**config.mk**
```make
export PLATFORM = sky130hd
export DESIGN_NAME = seqdet_prog_ctrl_flat
export DESIGN_NICKNAME = d
export VERILOG_FILES = /design/src/rtl/seqdet_prog_ctrl_if.sv /design/src/rtl/seqdet_prog_ctrl.sv /design/src/flat_wrapper.sv
export SDC_FILE = /design/constraint.sdc
export NUM_CORES = 1
export LEC_CHECK = 0
export ABC_CLOCK_PERIOD_IN_PS = 4000
export BUFFER_PORTS_ARGS = -buffer_cell sky130_fd_sc_hd__clkbuf_2
export CORE_ASPECT_RATIO = 0.7
export CORE_MARGIN = 5
export CORE_UTILIZATION = 35
export CTS_BUF_LIST = sky130_fd_sc_hd__clkbuf_8
export CTS_CLUSTER_SIZE = 30
export DETAILED_ROUTE_END_ITERATION = 10
export GPL_ROUTABILITY_DRIVEN = 0
export GPL_TIMING_DRIVEN = 0
export SLEW_MARGIN = 20
export SYNTH_ARGS = -nofsm -noshare
export SYNTH_HDL_FRONTEND = slang
export SYNTH_SLANG_ARGS = --single-unit
```
**constraint.sdc**
```tcl
create_clock -name clk -period 4 [get_ports clk]
set_input_delay 0.2 -clock clk [delete_from_list [all_inputs] [get_ports clk]]
set_output_delay 0.2 -clock clk [all_outputs]
set_load 0.01 [all_outputs]
```
**src/rtl/seqdet_prog_ctrl_if.sv**
```systemverilog
// Control and serial-stream bundle for seqdet_prog_ctrl.
// SEQDET_TIMEOUT_EN adds the timeout configuration and pulse signals.
interface seqdet_prog_ctrl_if #(
  parameter int PAT_W = 8,
  parameter int CNT_W = 8
`ifdef SEQDET_TIMEOUT_EN
  , parameter int TMO_W = 16
`endif
);
  localparam int LEN_W = $clog2(PAT_W + 1);

  logic             i_cfg_we;
  logic [PAT_W-1:0] i_cfg_pattern;
  logic [LEN_W-1:0] i_cfg_len;
  logic             i_cfg_overlap;
  logic [CNT_W-1:0] i_cfg_target;
  logic             i_start;
  logic             i_stop;
  logic             i_valid;
  logic             i_data;
  logic             o_busy;
  logic             o_det;
  logic [CNT_W-1:0] o_match_cnt;
  logic             o_done;
  logic             o_cfg_err;
`ifdef SEQDET_TIMEOUT_EN
  logic [TMO_W-1:0] i_cfg_timeout;
  logic             o_timeout;
`endif

  modport master (
    output i_cfg_we, i_cfg_pattern, i_cfg_len, i_cfg_overlap, i_cfg_target,
    output i_start, i_stop, i_valid, i_data,
`ifdef SEQDET_TIMEOUT_EN
    output i_cfg_timeout,
    input  o_timeout,
`endif
    input  o_busy, o_det, o_match_cnt, o_done, o_cfg_err
  );

  modport slave (
    input  i_cfg_we, i_cfg_pattern, i_cfg_len, i_cfg_overlap, i_cfg_target,
    input  i_start, i_stop, i_valid, i_data,
`ifdef SEQDET_TIMEOUT_EN
    input  i_cfg_timeout,
    output o_timeout,
`endif
    output o_busy, o_det, o_match_cnt, o_done, o_cfg_err
  );
endinterface

```
**src/rtl/seqdet_prog_ctrl.sv**
```systemverilog
// Run controller for a programmable serial pattern detector with match counting.
// Optional run timeout is enabled by defining SEQDET_TIMEOUT_EN.
module seqdet_prog_ctrl #(
  parameter int PAT_W = 8,
  parameter int CNT_W = 8
`ifdef SEQDET_TIMEOUT_EN
  , parameter int TMO_W = 16
`endif
) (
  input  logic               clk,
  input  logic               reset,
  seqdet_prog_ctrl_if.slave  bus
);
  localparam int LEN_W = $clog2(PAT_W + 1);

  typedef enum logic [1:0] {IDLE, RUN, DONE} state_t;

  state_t           state;
  logic [PAT_W-1:0] pattern;
  logic [LEN_W-1:0] len;
  logic             overlap;
  logic [CNT_W-1:0] target;
  // Only PAT_W-1 history bits need storing: the newest bit comes straight from i_data.
  logic [PAT_W-2:0] hist;
  logic [LEN_W-1:0] fill;
  logic             det, done, cfg_err, busy;
  logic [CNT_W-1:0] match_cnt;

  logic [PAT_W-1:0] hist_n, mask;
  logic [LEN_W-1:0] fill_n;
  logic [CNT_W-1:0] cnt_n;
  logic             match, tgt_hit, len_ok;

`ifdef SEQDET_TIMEOUT_EN
  logic [TMO_W-1:0] tmo_val, tmo_cnt, tmo_cnt_n;
  logic             tmo_hit, timeout;
`endif

  // NOTE: every always_comb output is assigned unconditionally, so no latch is inferred.
  always_comb begin
    hist_n  = {hist, bus.i_data};
    fill_n  = (fill == LEN_W'(PAT_W)) ? fill : fill + LEN_W'(1);
    mask    = ~({PAT_W{1'b1}} << len);
    match   = (state == RUN) && bus.i_valid &&
              ((hist_n & mask) == (pattern & mask)) && (fill_n >= len);
    cnt_n   = (&match_cnt) ? match_cnt : match_cnt + CNT_W'(1);
    tgt_hit = match && (target != '0) && (cnt_n == target);
    len_ok  = (len != '0) && (len <= LEN_W'(PAT_W));
`ifdef SEQDET_TIMEOUT_EN
    tmo_cnt_n = tmo_cnt + TMO_W'(1);
    tmo_hit   = (tmo_val != '0) && (tmo_cnt_n == tmo_val) && !match;
`endif
  end

  // NOTE: state and outputs use nonblocking assignments so every register sees pre-edge values.
  always_ff @(posedge clk or posedge reset) begin
    if (reset) begin
      state     <= IDLE;
      pattern   <= PAT_W'(4'b1101);
      len       <= LEN_W'(4);
      overlap   <= 1'b1;
      target    <= '0;
      hist      <= '0;
      fill      <= '0;
      det       <= 1'b0;
      done      <= 1'b0;
      cfg_err   <= 1'b0;
      busy      <= 1'b0;
      match_cnt <= '0;
`ifdef SEQDET_TIMEOUT_EN
      tmo_val   <= '0;
      tmo_cnt   <= '0;
      timeout   <= 1'b0;
`endif
    end else begin
      det  <= match;
      done <= 1'b0;
`ifdef SEQDET_TIMEOUT_EN
      timeout <= 1'b0;
`endif
      case (state)
        IDLE: begin
          if (bus.i_cfg_we) begin
            pattern <= bus.i_cfg_pattern;
            len     <= bus.i_cfg_len;
            overlap <= bus.i_cfg_overlap;
            target  <= bus.i_cfg_target;
            cfg_err <= 1'b0;
`ifdef SEQDET_TIMEOUT_EN
            tmo_val <= bus.i_cfg_timeout;
`endif
          end
          if (bus.i_start) begin
            if (len_ok) begin
              state     <= RUN;
              busy      <= 1'b1;
              hist      <= '0;
              fill      <= '0;
              match_cnt <= '0;
`ifdef SEQDET_TIMEOUT_EN
              tmo_cnt   <= '0;
`endif
            end else begin
              cfg_err <= 1'b1;
            end
          end
        end
        RUN: begin
          if (bus.i_valid) begin
            hist <= hist_n[PAT_W-2:0];
            fill <= (match && !overlap) ? '0 : fill_n;
          end
          if (match) match_cnt <= cnt_n;
`ifdef SEQDET_TIMEOUT_EN
          tmo_cnt <= match ? '0 : tmo_cnt_n;
`endif
          // Stop wins over target: the match is still counted but no done pulse.
          if (bus.i_stop) begin
            state <= IDLE;
            busy  <= 1'b0;
          end else if (tgt_hit) begin
            state <= DONE;
            busy  <= 1'b0;
            done  <= 1'b1;
          end
`ifdef SEQDET_TIMEOUT_EN
          else if (tmo_hit) begin
            state   <= IDLE;
            busy    <= 1'b0;
            timeout <= 1'b1;
          end
`endif
        end
        DONE:    state <= IDLE;
        default: state <= IDLE;
      endcase
    end
  end

  assign bus.o_busy      = busy;
  assign bus.o_det       = det;
  assign bus.o_match_cnt = match_cnt;
  assign bus.o_done      = done;
  assign bus.o_cfg_err   = cfg_err;
`ifdef SEQDET_TIMEOUT_EN
  assign bus.o_timeout   = timeout;
`endif
endmodule

```
**src/flat_wrapper.sv**
```systemverilog
// flat-port wrapper written by rule: the top's interface ports become plain ports
module seqdet_prog_ctrl_flat 
#(
  parameter int PAT_W = 8,
  parameter int CNT_W = 8

)
  (clk, reset, bus_i_cfg_we, bus_i_cfg_pattern, bus_i_cfg_len, bus_i_cfg_overlap, bus_i_cfg_target, bus_i_start, bus_i_stop, bus_i_valid, bus_i_data, bus_o_busy, bus_o_det, bus_o_match_cnt, bus_o_done, bus_o_cfg_err);
  seqdet_prog_ctrl_if #(.PAT_W(PAT_W), .CNT_W(CNT_W)) bus_i ();
  input  logic clk;
  input  logic reset;
  input wire logic [$bits(bus_i.i_cfg_we)-1:0] bus_i_cfg_we;
  input wire logic [$bits(bus_i.i_cfg_pattern)-1:0] bus_i_cfg_pattern;
  input wire logic [$bits(bus_i.i_cfg_len)-1:0] bus_i_cfg_len;
  input wire logic [$bits(bus_i.i_cfg_overlap)-1:0] bus_i_cfg_overlap;
  input wire logic [$bits(bus_i.i_cfg_target)-1:0] bus_i_cfg_target;
  input wire logic [$bits(bus_i.i_start)-1:0] bus_i_start;
  input wire logic [$bits(bus_i.i_stop)-1:0] bus_i_stop;
  input wire logic [$bits(bus_i.i_valid)-1:0] bus_i_valid;
  input wire logic [$bits(bus_i.i_data)-1:0] bus_i_data;
  output wire logic [$bits(bus_i.o_busy)-1:0] bus_o_busy;
  output wire logic [$bits(bus_i.o_det)-1:0] bus_o_det;
  output wire logic [$bits(bus_i.o_match_cnt)-1:0] bus_o_match_cnt;
  output wire logic [$bits(bus_i.o_done)-1:0] bus_o_done;
  output wire logic [$bits(bus_i.o_cfg_err)-1:0] bus_o_cfg_err;
  assign bus_i.i_cfg_we = bus_i_cfg_we;
  assign bus_i.i_cfg_pattern = bus_i_cfg_pattern;
  assign bus_i.i_cfg_len = bus_i_cfg_len;
  assign bus_i.i_cfg_overlap = bus_i_cfg_overlap;
  assign bus_i.i_cfg_target = bus_i_cfg_target;
  assign bus_i.i_start = bus_i_start;
  assign bus_i.i_stop = bus_i_stop;
  assign bus_i.i_valid = bus_i_valid;
  assign bus_i.i_data = bus_i_data;
  assign bus_o_busy = bus_i.o_busy;
  assign bus_o_det = bus_i.o_det;
  assign bus_o_match_cnt = bus_i.o_match_cnt;
  assign bus_o_done = bus_i.o_done;
  assign bus_o_cfg_err = bus_i.o_cfg_err;
  seqdet_prog_ctrl #(.PAT_W(PAT_W), .CNT_W(CNT_W)) u_core (.clk(clk), .reset(reset), .bus(bus_i));
endmodule
```
==> results.ini, run 1 <==
[sta]
slew_headroom_pct = 49.4
fmax_ghz = 0.347
tightest_slew_ps = 754
period_share_pct = 71.9
finClkSkew_ps = 9.74
finalSetupTns_ps = 0
fin_crit_ps = 2880
rsz0062_at_grt = false
hold_viol_final = 0
drv_slew = 0
whs_ps = 101
setup_viol = 0

[final_layout]
drive_gt1_share_pct = 30.1
nNetsFinal = 323
layout.cells.non_filler = 387
area_growth_syn_to_layout_pct = 17.9
utilization_pct = 41.6
n_antenna_cell = 0

[synth]
synth_nets = 275
synth-simple-area-share_pct = 15.1
synth-xor-area-share_pct = 5.18
ys_seq_area_share_pct = 45.6
yosys.cell_count.top_type = dfrtp_1
synth_top_area_cell = dfrtp_1
synth.distinct_cells = 58
synth-compound-area-share_pct = 16.7
yosys.area_share.adder_pct = 3.45
muxShareOfSynthArea_pct = 9.17
synth_top_family_by_area = compound AO/OA/AOI/OAI gates
ys_ff_latch = 46
synth_edf_count = 0
yosysWarningCount = 0
netlist_area_um2 = 2540
synth_async_sr_flop_share_pct = 100
ys_top_cells_by_area = dfrtp_1 (40%), mux2_2 (8.0%), dfstp_2 (5.2%)
synth_top_area_share_pct = 40.4
synth-main-ff-cell = dfrtp_1
synth_area_per_cell_um2 = 10.6
synthTopCellsByCount = dfrtp_1 (41), mux2_2 (18), nand2_1 (16)
syn_inst = 240

[worst_setup_path]
path_class = flop to flop
crit_slowest_cell = or4_1
cp.required_ps = 4170
path_buf_inv = 1
worstSetupEndpointType = flop
cp.arrival_ps = 3050
cp-start-kind = flop
cp_top_family = compound AO/OA/AOI/OAI gates
worst_path_most_repeated_cell = ha_1
crit_fanout = 4
path_cells = inv_1 > ha_1 > nand2_1 > nand3_1 > o21ai_0 > ha_1 > o21a_1 > o22ai_1 > or4_1 > a211oi_1 > nand4_2 > a221o_1
slowest_delay_ps = 540

[cts]
cts_root_buf = clkbuf_8
cts_made_buffers = 5
cts_tree = done
cts_resized = 0
post_cts_buffers = 0
postCtsHoldBufs = 1
cts.clk_slew.worst_paths_ps = 80
clk_path_buf_depth = 2
clock_latency_ps = 290
h-tree-depth = 2
clock_sinks = 46

[detailed_routing]
wl_per_cell_um = 14.4
postRouteAntennaNets = 0
drt_wl_total_um = 5570
firstDrtPassIters = 4
vias = 1962
drt_iter0_drc = 110
drc = 0
viasPerCell = 5.07

[outcome]
status = finished clean

[floorplan]
start_util_pct = 35.3
die_h_um = 81.2
fp.dieArea_um2 = 9080
dieWidth_um = 112
rows = 26
num_io_pins = 40
core_area_um2 = 7190

[place]
post-dp-hpwl_um = 4350
placement.io_buffers = 39
placedCellCount = 378

[pwr]
power_mw = 1.66
vdd_drop_max_mv = 0.222
power_leakage_nw = 1.31
power_density_nw_per_um2 = 555

[grt]
grt_pass1_vias = 1803
grt_max_degree = 26
grt.overflow.total = 0
antenna_found_initial = 0
grt_usage_pct = 12.8
grt_pass1_wl_um = 9270

[worst_hold_path]
hold_path_class = input port to flop

[flow_run]
drv_cap = 0

## flip-flops by register name, summed over array words and instances, names as in the netlist
signal and flops:
u_core.bus.o_match_cnt 8, u_core.len 4, u_core.bus.o_cfg_err 1, u_core.fill 4
u_core.bus.o_det 1, u_core.pattern 8, u_core.target 8, u_core.hist 7
u_core.overlap 1, u_core.bus.o_busy 1, u_core.bus.o_done 1, u_core.state 2
## layout by cell type, fill, tap and decap left out, types with 5 or more instances in the layout
cell type and n:
mux2_2 18, ha_1 7, nor2_1 8, nor3_1 9, clkbuf_2 40, dfstp_2 5, dfrtp_1 41, nand2_1 16
nand4_1 5, a21oi_1 10, clkbuf_8 8, inv_1 8, o21ai_0 14, a22o_1 7, xnor2_1 15, nand3_1 8
clkbuf_1 5
## worst paths after layout
path / startpoint / cells past startpoint / slack, ps / endpoint
worst max-delay path: u_core.fill[0] / 12 / 1120 / u_core.bus.o_busy
worst min-delay path: bus_i_cfg_len[2] / 3 / 100 / u_core.len[2]
worst max register to register: u_core.fill[0] / 12 / 1120 / u_core.bus.o_busy
worst min register to register: u_core.hist[6] / 1 / 520 / u_core.hist[6]
max in group asynchronous: reset / 4 / 3030 / u_core.bus.o_cfg_err
min in group asynchronous: reset / 3 / 460 / u_core.len[0]
## worst min-delay path, delay by kind of cell
kind | cells | cell delay [ps]
buf+inv | 1 | 80
compound gates | 1 | 60
simple gates | 1 | 40
## power by group
| part | switching [mW] | total [mW] | internal, mW |
|---|---|---|---|
| Sequential | 0.141 | 0.758 | 0.618 |
| Clock | 0.152 | 0.311 | 0.158 |
| Combinational | 0.291 | 0.592 | 0.301 |
| Total | 0.584 | 1.66 | 1.08 |
## final cells by class
type                    count  area, um2
clock inverters             1       8.76
fillers                   727       4200
clock buffers               7       96.3
inverters                  10       37.5
flip-flops and latches     46       1160
repair buffers             41        225
well taps                  98        123
multi-input cells         172       1260
plain buffers              12       82.6
## cell families after synthesis
kind of cell | after synthesis
DFF | 46
AOI/OAI and AO/OA | 59
muxes | 21
adders and majority gates | 7
buffers and inverters | 22
xor gates and xnor gates | 15
and+or+nand+nor | 70
## metrics by stage
| stage | area, um2 | setup WS (ps) |
|---|---|---|
| floorplan | 2540 | 1400 |
| global placement | 2860 | 1170 |
| detailed placement | 2880 | 1170 |
| CTS | 2990 | 1110 |
| global route | 2990 | 904 |
| finish | 2990 | 1120 |
## routing by layer
layer,up-vias,global-route usage (%),wire [um]
li1,980,-,-
met1,921,20.9,3050
met2,57,16.4,2180
met3,4,2.98,305
met4,0,2.79,31
met5,-,0,0
Note: power is estimated with default switching activity, not from simulation.
==> run 2, diff against run 1 <==
- ABC_AREA: not set -> 1
- ABC_CLOCK_PERIOD_IN_PS: 4000 -> 2740
- clock period: 4 -> 2.74 ns (I/O delays scaled with it)
==> results.ini, run 2 <==
[synth]
synth_top_area_share_pct = 39.3
netlist_area_um2 = 2610
yosys.cell_count.top_type = nand2_1
syn_inst = 343
synth_async_sr_flop_share_pct = 100
synth-main-ff-cell = dfrtp_1
ys_seq_area_share_pct = 44.3
synth_area_per_cell_um2 = 7.61
synth_top_area_cell = dfrtp_1
ys_ff_latch = 46
synthTopCellsByCount = nand2_1 (112), inv_1 (51), dfrtp_1 (41)
synth_edf_count = 0
synth_nets = 378
yosysWarningCount = 0
ys_top_cells_by_area = dfrtp_1 (39%), nand2_1 (16%), inv_1 (7.3%)
synth.distinct_cells = 34

[sta]
tightest_slew_ps = 436
slew_headroom_pct = 70.9
period_share_pct = 86.7
rsz0062_at_grt = false
whs_ps = 8.05
finClkSkew_ps = 7.76
finalSetupTns_ps = 0
fmax_ghz = 0.421
setup_viol = 0
fin_crit_ps = 2380
drv_slew = 0
hold_viol_final = 0

[cts]
cts_tree = done
clock_sinks = 46
clk_path_buf_depth = 2
cts.clk_slew.worst_paths_ps = 90
cts_made_buffers = 5
clock_latency_ps = 300
post_cts_buffers = 0
h-tree-depth = 2
cts_root_buf = clkbuf_8

[pwr]
clkPwrFrac_pct = 15.7
swShare_pct = 42.8
power_mw = 2.62
vdd_drop_max_mv = 0.423
power_leakage_nw = 1.63
power_density_nw_per_um2 = 862
comb_power_share_pct = 42.9
seqPwrFrac_pct = 41.4
p_int_mw = 1.50
switchingPower_mw = 1.12

[place]
placement.io_buffers = 39
place_area_um2 = 2950
post-dp-hpwl_um = 5150

[final_layout]
final_area_um2 = 3040
regArea_um2 = 1160
utilization_pct = 41.7
nNetsFinal = 426
n_antenna_cell = 0
multiInputGateArea_um2 = 1220
final_cell_mix = nand2_1 (112), inv_1 (51), dfrtp_1 (41), clkbuf_2 (39), nand3_1 (38)
final_common_cell = nand2_1
fill_cells = 787
drive_gt1_share_pct = 18.9
area_growth_syn_to_layout_pct = 16.5

[outcome]
status = finished clean

[detailed_routing]
vias = 2355
viasPerCell = 4.81
drt_wl_total_um = 6620
wl_per_cell_um = 13.5
drt_iter0_drc = 138
postRouteAntennaNets = 0
drc = 0
firstDrtPassIters = 4

[grt]
grt_pass1_wl_um = 11200
grt_max_degree = 32
antenna_found_initial = 0
grt.overflow.total = 0
grt_usage_pct = 15.3
grt_pass1_vias = 2309

[worst_setup_path]
cp-start-kind = flop
cp.arrival_ps = 2560
crit_fanout = 9
cp.required_ps = 2930
worstSetupEndpointType = flop
path_class = flop to flop

[flow_run]
drv_cap = 0

[floorplan]
die_h_um = 82.3
start_util_pct = 35.8
rows = 26
dieWidth_um = 113
fp.dieArea_um2 = 9310
core_area_um2 = 7290
num_io_pins = 40

[worst_hold_path]
hold_path_class = input port to flop

[run 2: cell types whose count changed in the layout (fill, tap and decap cells not counted), sizes merged, moves of 7 or more]
cell    before  now
a22o         7    0
inv         10   54
a21oi       11    1
clkbuf      53   45
mux2        18    0
nand2       16  119
nand3        9   40
nor3         9    1
o22ai        2   11
o21ai       14   24
nor2         8   19
xnor2       15    2
[run 2: layout make-up]
cell class	instances	share of cell area [%]
sequential	46	38.1
inverter	54	6.83
multi-input combinational	238	40.2
buffer	5	0.782
timing repair buffer	41	7.41
clock buffer	5	2.26
clock inverter	3	0.453
tap	98	4.03
[run 2: what timing repair did]
item,CTS,global route
endpoints found under the hold margin,13,0
resized for setup,0,0
hold buffers,1,0
[run 2: worst paths after layout]
kind | start | endpoint | slack, ps | cells after the start
worst max-delay path | u_core.fill[0] | u_core.bus.o_match_cnt[0] | 360 | 11
worst min-delay path | bus_i_cfg_overlap | u_core.overlap | 8 | 3
worst max register to register | u_core.fill[0] | u_core.bus.o_match_cnt[0] | 360 | 11
worst min register to register | u_core.overlap | u_core.overlap | 480 | 2
max in group asynchronous | reset | u_core.overlap | 1830 | 4
min in group asynchronous | reset | u_core.bus.o_match_cnt[1] | 340 | 3
[run 2: cell families after synthesis]
family          after synthesis  share of synthesized area, %
simple gates                185                          32.5
buf+inv                      59                          8.87
flops                        46                          44.3
compound gates               40                          8.68
fa+ha+maj                     7                          3.36
xor+xnor                      6                          2.30
[run 2: critical path: stages, from the launching register on]
cell and delay, ps:
dfrtp_1 400, inv_1 120, ha_1 170, nand3_1 110, xor2_1 250, ha_1 290
nand3_1 90, nand3_1 80, nand4_2 200, clkinv_1 310, nand3_1 150, o21ai_0 90
[run 2: power by group through the flow]
stage / clock, mW / combinational [mW] / sequential [mW]
6_report: 0.412 / 1.13 / 1.08
5_1_grt: 0.448 / 1.30 / 1.11
4_1_cts: 0.424 / 1.13 / 1.08
3_5_place_dp: 0 / 1.12 / 1.09
3_3_place_gp: 0 / 1.09 / 1.09
2_1_floorplan: 0 / 0.827 / 1.06
[run 2: layer usage]
metal  vias to the layer above  global-route usage (%)  part of all wire [%]
li1                       1188                       -                     -
met4                         0                    4.92                   1.3
met2                        56                    21.5                    38
met3                         9                    3.50                   5.8
met5                         -                       0                     0
met1                      1102                    23.0                    55
[run 2: through the flow]
stage               worst slack, ps  instances
floorplan                       710        343
global placement                471        480
detailed placement              413        481
CTS                             395        490
global route                    103        490
finish                          363        490
==> run 3, diff against run 2 <==
--- a/config.mk
+++ b/config.mk
@@ -7,6 +7,8 @@
 export LEC_CHECK = 0
 export ABC_AREA = 1
-export ABC_CLOCK_PERIOD_IN_PS = 2740
+export ABC_CLOCK_PERIOD_IN_PS = 2300
 export BUFFER_PORTS_ARGS = -buffer_cell sky130_fd_sc_hd__clkbuf_2
+export CELL_PAD_IN_SITES_DETAIL_PLACEMENT = 0
+export CELL_PAD_IN_SITES_GLOBAL_PLACEMENT = 1
 export CORE_ASPECT_RATIO = 0.7
 export CORE_MARGIN = 5
@@ -17,4 +19,5 @@
 export GPL_ROUTABILITY_DRIVEN = 0
 export GPL_TIMING_DRIVEN = 0
+export PLACE_DENSITY_LB_ADDON = 0.1
 export SLEW_MARGIN = 20
 export SYNTH_ARGS = -nofsm -noshare
==> constraint.sdc (replaced) <==
create_clock -name clk -period 2.3 [get_ports clk]
set_input_delay 0.115 -clock clk [delete_from_list [all_inputs] [get_ports clk]]
set_output_delay 0.115 -clock clk [all_outputs]
set_load 0.02 [all_outputs]
==> results.ini, run 3 (synthesis results as in run 2) <==
[outcome]
status = finished clean

[grt]
antenna_found_initial = 0
grt_usage_pct = 15.6
grt_max_degree = 26
grt_pass1_wl_um = 11200
grt_pass1_vias = 2137
grt.overflow.total = 0

[pwr]
switchingPower_mw = 1.45
p_int_mw = 1.88
power_mw = 3.33
power_density_nw_per_um2 = 1050
power_leakage_nw = 1.67
swShare_pct = 43.5
clkPwrFrac_pct = 15.7
comb_power_share_pct = 45.6
seqPwrFrac_pct = 38.7
vdd_drop_max_mv = 0.432

[place]
post-dp-hpwl_um = 5250
placedCellCount = 481
placement.io_buffers = 39
place_area_um2 = 2950

[final_layout]
layout.cells.non_filler = 496
multiInputGateArea_um2 = 1290
fill_cells = 771
drive_gt1_share_pct = 23.1
area_growth_syn_to_layout_pct = 21.7
final_cell_mix = nand2_1 (109), inv_1 (48), dfrtp_1 (41), clkbuf_2 (39), nand3_1 (35)
n_antenna_cell = 0
regArea_um2 = 1160
final_common_cell = nand2_1
nNetsFinal = 432
final_area_um2 = 3180

[detailed_routing]
viasPerCell = 4.71
postRouteAntennaNets = 0
drt_iter0_drc = 110
wl_per_cell_um = 14.0
drt_wl_total_um = 6960
vias = 2338
drc = 0
firstDrtPassIters = 4

[floorplan]
num_io_pins = 40
fp.dieArea_um2 = 9310
core_area_um2 = 7290
rows = 26
start_util_pct = 35.8
dieWidth_um = 113
die_h_um = 82.3

[sta]
hold_viol_final = 0
slew_headroom_pct = 64.2
fin_crit_ps = 2170
rsz0062_at_grt = true
drv_slew = 0
tightest_slew_ps = 536
period_share_pct = 94.3
setup_viol = 0
finClkSkew_ps = 4.50
fmax_ghz = 0.461

[worst_setup_path]
cp.arrival_ps = 2360
cp.required_ps = 2490
path_class = flop to flop
crit_fanout = 6
worstSetupEndpointType = flop
cp-start-kind = flop

[cts]
cts_tree = done
cts_root_buf = clkbuf_8
cts_made_buffers = 5
clk_path_buf_depth = 2
cts.clk_slew.worst_paths_ps = 90
clock_latency_ps = 300
h-tree-depth = 2
clock_sinks = 46

[flow_run]
drv_cap = 0

[worst_hold_path]
hold_path_class = input port to flop

## run 3: cell types whose count changed in the layout (fill, tap and decap cells not counted), moves of 3 or more
| cell | previous run | this run |
|---|---|---|
| inv_1 | 51 | 48 |
| nand3_1 | 38 | 35 |
| buf_4 | 0 | 4 |
| inv_2 | 2 | 5 |
| nand2_2 | 5 | 8 |
| nand2_1 | 112 | 109 |
## run 3: area by class of cell
cell class / count / area share [%]
clock inverters: 2 / 0.276
flip-flops and latches: 46 / 36.4
multi-input cells: 238 / 40.8
well taps: 98 / 3.86
repair buffers: 47 / 8.67
clock buffers: 6 / 2.60
plain buffers: 5 / 0.749
inverters: 54 / 6.62
## run 3: power by group through the flow
stage	clock network (mW)	logic, mW	registers [mW]
after floorplan	0	0.985	1.28
after CTS	0.546	1.43	1.28
after global routing	0.571	1.72	1.32
after detailed placement	0	1.38	1.29
after global placement	0	1.36	1.29
final	0.522	1.52	1.29
## run 3: critical path: stages, from the launching register on
cell and delay (ps):
dfrtp_1 420, ha_2 190, xor2_1 140, nand2_2 80, inv_1 40, ha_1 260
nand2_1 60, inv_2 60, nand2_1 60, nand3_2 100, nand4_4 190, nor2_4 140
nand3_2 110, nand2_2 90, nand2_2 40, nand2_1 50, nand2_1 40
## run 3: metal layers
layer  routed length (um)  track usage (%)  share of wire, %
met5                    0                0                 0
met4                   47             3.24              0.68
met3                  287             3.28               4.1
met2                 2630             20.7                38
met1                 3990             25.1                57
## run 3: through the flow
stage	hold WS, ps	setup TNS (ps)	util (%)	setup slack [ps]
2_1_floorplan	205	0	-	268
3_3_place_gp	299	-555	40.2	-75.8
3_5_place_dp	183	-920	40.5	-100
4_1_cts	6.45	0	42.5	9.65
5_1_grt	6.31	-116	43.6	-33.0
6_report	10.7	0	43.6	132
## run 3: worst paths after layout
check	startpoint	endpoint	slack (ps)	depth (start not counted)
setup / recovery	u_core.fill[1]	u_core.bus.o_busy	130	16
setup reg to reg	u_core.fill[1]	u_core.bus.o_busy	130	16
hold / removal	bus_i_cfg_pattern[2]	u_core.pattern[2]	10	3
hold reg to reg	u_core.overlap	u_core.overlap	470	2
min in group asynchronous	reset	u_core.pattern[1]	380	3
max in group asynchronous	reset	u_core.pattern[0]	1320	4
## run 3: repair_timing
action / 4_1_cts / 5_1_grt
endpoints found under the setup margin: 16 / 16
hold buffers: 3 / 0
setup buffers: 2 / 2
resized for setup: 3 / 16
pin swaps: 2 / 7
endpoints found under the hold margin: 19 / 0
